$ cat config.mk
export PLATFORM = sky130hd
export DESIGN_NAME = hazard_ctrl
export DESIGN_NICKNAME = d
export VERILOG_FILES = /design/src/rtl/hazard_ctrl.sv
export SDC_FILE = /design/constraint.sdc
export NUM_CORES = 1
export LEC_CHECK = 0
export ABC_AREA = 1
export CAP_MARGIN = 20
export CORE_MARGIN = 1.5
export CORE_UTILIZATION = 48
export DETAILED_ROUTE_END_ITERATION = 10
export PLACE_DENSITY = 0.79
export RECOVER_POWER = 50
export SLEW_MARGIN = 20
export SYNTH_ARGS = -nofsm -noshare
export SYNTH_HDL_FRONTEND = slang
export SYNTH_SLANG_ARGS = --single-unit
export TNS_END_PERCENT = 5
$ cat constraint.sdc
create_clock -name clk -period 1.7 [get_ports clk]
set_clock_uncertainty 0.1 [all_clocks]
set_input_delay 0.425 -clock clk [delete_from_list [all_inputs] [get_ports clk]]
set_output_delay 0.425 -clock clk [all_outputs]
set_load 0.02 [all_outputs]
$ cat src/rtl/hazard_ctrl.sv
// ----------------------------------------------------------------------------
// hazard_ctrl : pipeline sequencer for the 5-stage RV32 core.
//
// Decides every cycle whether each pipeline register advances, holds, bubbles
// or flushes. It handles load-use hazards in ID, mispredict redirects from EX
// and multi-cycle data-memory waits in MEM. It also holds the memory-wait FSM
// and its timeout supervisor.
//
// Ports
//   clk, reset           core clock, synchronous active-high reset
//   id_rs1/id_rs2        source register indices of the ID instruction
//   id_use_rs1/rs2       ID instruction actually reads that source
//   ex_rd, ex_is_load    destination / load flag of the EX instruction
//   branch_taken         EX mispredict, fetch redirects to branch_addr
//   dmem_req, dmem_ready MEM-stage access active / completing this cycle
//   stall                fetch advance enable (1 = PC updates)
//   ifid_hold/flush      IF/ID keep contents / load NOP
//   idex_hold/flush      ID/EX keep contents / load NOP (bubble)
//   exmem_hold           EX/MEM keep contents
//   memwb_flush          MEM/WB load NOP
//   bus_err              sticky memory-timeout flag
//   state_o              FSM state: 0 RUN, 1 MEM_WAIT, 2 ERR
//
// Optional feature macro: HAZARD_PERF_EN
//   When defined, adds saturating 32-bit counters perf_lu_cnt,
//   perf_flush_cnt and perf_wait_cnt (load-use bubbles, mispredict flushes,
//   freeze cycles).
// ----------------------------------------------------------------------------
module hazard_ctrl #(
    parameter int WAIT_TIMEOUT = 255,
    parameter int CNT_W        = 16
) (
    input  logic        clk,
    input  logic        reset,
    input  logic [4:0]  id_rs1,
    input  logic [4:0]  id_rs2,
    input  logic        id_use_rs1,
    input  logic        id_use_rs2,
    input  logic [4:0]  ex_rd,
    input  logic        ex_is_load,
    input  logic        branch_taken,
    input  logic        dmem_req,
    input  logic        dmem_ready,
    output logic        stall,
    output logic        ifid_hold,
    output logic        ifid_flush,
    output logic        idex_hold,
    output logic        idex_flush,
    output logic        exmem_hold,
    output logic        memwb_flush,
    output logic        bus_err,
`ifdef HAZARD_PERF_EN
    output logic [31:0] perf_lu_cnt,
    output logic [31:0] perf_flush_cnt,
    output logic [31:0] perf_wait_cnt,
`endif
    output logic [1:0]  state_o
);

    typedef enum logic [1:0] {
        RUN      = 2'd0,
        MEM_WAIT = 2'd1,
        ERR      = 2'd2
    } state_t;

    state_t           r_state;
    logic [CNT_W-1:0] r_wait_cnt;
    logic             r_bus_err;

    logic w_lu;
    logic w_freeze;
    logic w_mp;
    logic w_lu_act;

    // x0 is never a real dependency, so a load to x0 never stalls.
    assign w_lu = ex_is_load && (ex_rd != 5'd0) &&
                  ((id_use_rs1 && (id_rs1 == ex_rd)) ||
                   (id_use_rs2 && (id_rs2 == ex_rd)));

    // Freeze: ERR always; RUN on a wait-state access; MEM_WAIT until ready.
    // The ready cycle in MEM_WAIT falls through to the normal RUN rules.
    assign w_freeze = (r_state == ERR) ||
                      ((r_state == RUN) && dmem_req && !dmem_ready) ||
                      ((r_state == MEM_WAIT) && !dmem_ready);

    // EX is frozen during a freeze, so a masked branch_taken re-presents
    // on release and is not lost.
    assign w_mp     = !w_freeze && branch_taken;
    assign w_lu_act = !w_freeze && !branch_taken && w_lu;

    always_comb begin
        stall       = 1'b1;
        ifid_hold   = 1'b0;
        ifid_flush  = 1'b0;
        idex_hold   = 1'b0;
        idex_flush  = 1'b0;
        exmem_hold  = 1'b0;
        memwb_flush = 1'b0;
        if (!reset) begin
            if (w_freeze) begin
                stall       = 1'b0;
                ifid_hold   = 1'b1;
                idex_hold   = 1'b1;
                exmem_hold  = 1'b1;
                memwb_flush = 1'b1;
            end else if (w_mp) begin
                ifid_flush  = 1'b1;
                idex_flush  = 1'b1;
            end else if (w_lu_act) begin
                stall       = 1'b0;
                ifid_hold   = 1'b1;
                idex_flush  = 1'b1;
            end
        end
    end

    always_ff @(posedge clk) begin
        if (reset) begin
            r_state    <= RUN;
            r_wait_cnt <= '0;
            r_bus_err  <= 1'b0;
        end else begin
            case (r_state)
                RUN: begin
                    if (dmem_req && !dmem_ready) begin
                        r_state    <= MEM_WAIT;
                        r_wait_cnt <= CNT_W'(1);
                    end
                end
                MEM_WAIT: begin
                    if (dmem_ready) begin
                        r_state    <= RUN;
                        r_wait_cnt <= '0;
                    end else begin
                        r_wait_cnt <= r_wait_cnt + CNT_W'(1);
                        if (r_wait_cnt == CNT_W'(WAIT_TIMEOUT)) begin
                            r_state   <= ERR;
                            r_bus_err <= 1'b1;
                        end
                    end
                end
                ERR:     r_state <= ERR;   // only reset leaves ERR
                default: r_state <= RUN;
            endcase
        end
    end

    assign bus_err = r_bus_err;
    assign state_o = r_state;

`ifdef HAZARD_PERF_EN
    logic [31:0] r_perf_lu;
    logic [31:0] r_perf_flush;
    logic [31:0] r_perf_wait;

    // Counters saturate rather than wrap so a long run never reads low.
    always_ff @(posedge clk) begin
        if (reset) begin
            r_perf_lu    <= '0;
            r_perf_flush <= '0;
            r_perf_wait  <= '0;
        end else begin
            if (w_lu_act && (r_perf_lu != 32'hFFFF_FFFF))
                r_perf_lu <= r_perf_lu + 32'd1;
            if (w_mp && (r_perf_flush != 32'hFFFF_FFFF))
                r_perf_flush <= r_perf_flush + 32'd1;
            if (w_freeze && (r_perf_wait != 32'hFFFF_FFFF))
                r_perf_wait <= r_perf_wait + 32'd1;
        end
    end

    assign perf_lu_cnt    = r_perf_lu;
    assign perf_flush_cnt = r_perf_flush;
    assign perf_wait_cnt  = r_perf_wait;
`endif

endmodule

==> summary.txt <==
Status
  • Outcome: finished with violations
  • Failing checks: negative setup slack

Worst hold path
  • Hold Crit Endpoint: r_wait_cnt[7]
  • Min-Delay Path Depth: 2
  • Min-Delay Startpoint: r_wait_cnt[7]
  • Worst hold path class: reg2reg

Clocking
  • CTS H-tree lvls: 1
  • CTS tree: built
  • CTS root buf: clkbuf_4
  • Bufs on Longest Clock Path: 2
  • Clock Latency Late Sink: 0.30 ns
  • Post-CTS Hold Buffers: 0
  • CTS Sinks: 19
  • Clock Pin Slew Worst Setup and Hold Paths: 0.11 ns
  • Total CTS buffers: 3

STA
  • Final critical-path share of the clock period: 1.18
  • Fin. Hold Viols: 0
  • Final WS setup: -0.307 ns
  • Worst slew pin tran: 0.249 ns
  • Worst hold slack: 0.373 ns
  • Worst slew margin: 0.835
  • Minimum clock period: 2.01 ns
  • Fmax: 498 MHz
  • Final slew viol count: 0
  • Setup TNS: -2.09 ns
  • RSZ-0062 raised after global routing: yes
  • Final setup violation count: 7

Critical path
  • WP data required: 1.17 ns
  • Crit path kind: reg2out
  • CP max stage cell: dfxtp_4
  • R2R depth: 11
  • R2R setup slack: 0.10 ns
  • CP top delay family: buffers and inverters
  • Crit. Startpoint: state_o[0]
  • Crit-path max FO: 4
  • Critical path cell sequence: buf_4, o21ai_2, inv_1, nand2_2, inv_2, a21oi_2, buf_4
  • R2R Path Start: state_o[0]
  • Crit path top cell by count: buf_4
  • WP buf/inv: 4
  • Levels on crit path: 7
  • Crit start category: flip-flop
  • FF-to-FF End: r_wait_cnt[11]
  • CP Capture Type: output port
  • Critical Path Max Stage Delay: 0.37 ns
  • CP arrival: 1.48 ns

GRT
  • Antenna violations before repair: 0
  • Grt ovf: 0
  • Pin count of the biggest net entering global routing: 12
  • GRT Total Usage: 0.229
  • Vias in the first global route: 1237
  • Global-route wire length before repair: 4.95 mm

Layout
  • Most common cell after layout, fill and taps aside: nand2_1
  • Layout cells sized above 1: 0.210
  • Fillcell total: 235
  • Util after Layout: 0.713
  • Most frequent cells in the layout: 50 x nand2_1, 30 x nor2_1, 27 x inv_1
  • Final Cell Area: 0.00178 mm2
  • Final std cells w/o fill: 287
  • Register area: 385 um2
  • # diodes: 0
  • Area growth, synth to finish: 38.7%
  • # nets final: 282
  • Multi-input logic area: 795 um2

Placement
  • DP Cell Count: 281
  • Gpl congestion: 0.930
  • Post-DP HPWL: 2.40 mm
  • Port buffer count: 32
  • Post-place setup slack: -1.02 ns
  • Post-placement cell area: 0.00175 mm2

Route
  • Via-per-instance ratio: 4.84
  • Vias: 1390
  • Avg WL per Cell: 10.7 um
  • Remaining antenna violation count: 0
  • Routed WL: 3.07 mm
  • Pre-Repair DR Iteration Count: 4
  • DRT iter0 DRCs: 20
  • Drt drc: 0

Floorplan
  • FP Rows: 18
  • Ports: 33
  • Core area: 0.00250 mm2
  • Die width: 54.7 um
  • Initial core utilization: 0.514
  • Total Die Area: 0.00300 mm2
  • Die height: 54.7 um

Pwr
  • Pwr/cell area: 517 mW/mm2
  • Worst vdd rail ir drop: 0.415 mV
  • Total Power Consumption: 0.921 mW
  • Pleak: 0.841 nW

Synthesis
  • FF+latch count, synth: 19
  • Post-Synthesis Net Count: 234
  • Register area share after synthesis: 0.296
  • Mapped Area: 0.00128 mm2
  • Synth Warn #: 0
  • Mapped Avg Cell Area: 6.12 um2
  • Unique masters post-synth: 28
  • Syn Inst Count: 210

Job
  • Max Cap Viol: 0
==> timing repair <==
action | 4_1_cts | 5_1_grt
pin swaps | 17 | 3
endpoints found under the setup margin | 10 | 11
resized for setup | 71 | 3
setup buffers | 2 | 0
==> worst reg2reg max path: cells and delay by family, from the launching register on <==
family | cells | cell delay [ns]
buffers and inverters | 3 | 0.36
AND/OR/NAND/NOR | 8 | 0.73
flip-flops | 1 | 0.37
==> routing by layer <==
| layer | up-vias | track usage | routed length (um) |
|---|---|---|---|
| li1 | 769 | - | - |
| met5 | - | 0 | 0 |
| met2 | 31 | 0.371 | 1410 |
| met1 | 588 | 0.308 | 1520 |
| met4 | 0 | 0.0625 | 23 |
| met3 | 2 | 0.0410 | 106 |
==> report_power, final <==
group / total, mW / switching, mW / internal, mW
combinational: 0.234 / 0.122 / 0.113
sequential: 0.453 / 0.00475 / 0.449
clock: 0.233 / 0.146 / 0.0878
==> cells in the mapped netlist <==
master / instances / share of area
nand2_1: 53 / 0.15
and3_1: 1 / 0.0049
nand3b_1: 1 / 0.0058
nor2_2: 1 / 0.0049
nor3_1: 2 / 0.0078
o21bai_1: 1 / 0.0058
nand2_2: 3 / 0.015
a21oi_1: 15 / 0.058
o21ai_0: 8 / 0.031
ha_1: 1 / 0.0097
dfxtp_1: 19 / 0.30
inv_4: 1 / 0.0049
nor2_8: 1 / 0.016
buf_4: 2 / 0.012
inv_2: 5 / 0.015
nand3_1: 11 / 0.043
nand2_8: 1 / 0.016
nor2_1: 34 / 0.099
nand3b_2: 1 / 0.0088
inv_1: 28 / 0.082
o21ai_1: 6 / 0.023
a31oi_1: 2 / 0.0097
clkbuf_1: 1 / 0.0029
nor2_4: 1 / 0.0088
o21a_1: 1 / 0.0058
nand4_1: 7 / 0.034
a21oi_4: 1 / 0.013
xor2_1: 2 / 0.014
==> registers in the layout (all words and copies together), names as in the netlist <==
name and count:
bus_err 1, state_o 2, r_wait_cnt 16
==> how the worst max path moves through the flow <==
stage | endpoint | slack, ns
4_1_cts | ifid_hold | -0.31
2_1_floorplan | idex_hold | -0.11
6_report | ifid_hold | -0.31
3_5_place_dp | ifid_hold | -1.02
5_1_grt | ifid_hold | -0.41
3_3_place_gp | idex_flush | -1.02
==> cell families (layout without fill, tap and decap cells) <==
| group | after synthesis | count (layout) | synth area share |
|---|---|---|---|
| compound gates | 34 | 34 | 0.147 |
| xor+xnor | 2 | 2 | 0.0136 |
| fa+ha+maj | 1 | 1 | 0.00974 |
| buf+inv | 37 | 84 | 0.116 |
| flops | 19 | 19 | 0.296 |
| simple gates | 117 | 117 | 0.418 |
==> layout make-up <==
cell class                      count  area share
Timing Repair Buffer               46       0.227
Clock buffer                        3      0.0126
Sequential cell                    19       0.216
Clock inverter                      1     0.00281
Inverter                           34      0.0744
Multi-Input combinational cell    154       0.446
Tap cell                           30      0.0211
Power figures use the tool's default switching activity.
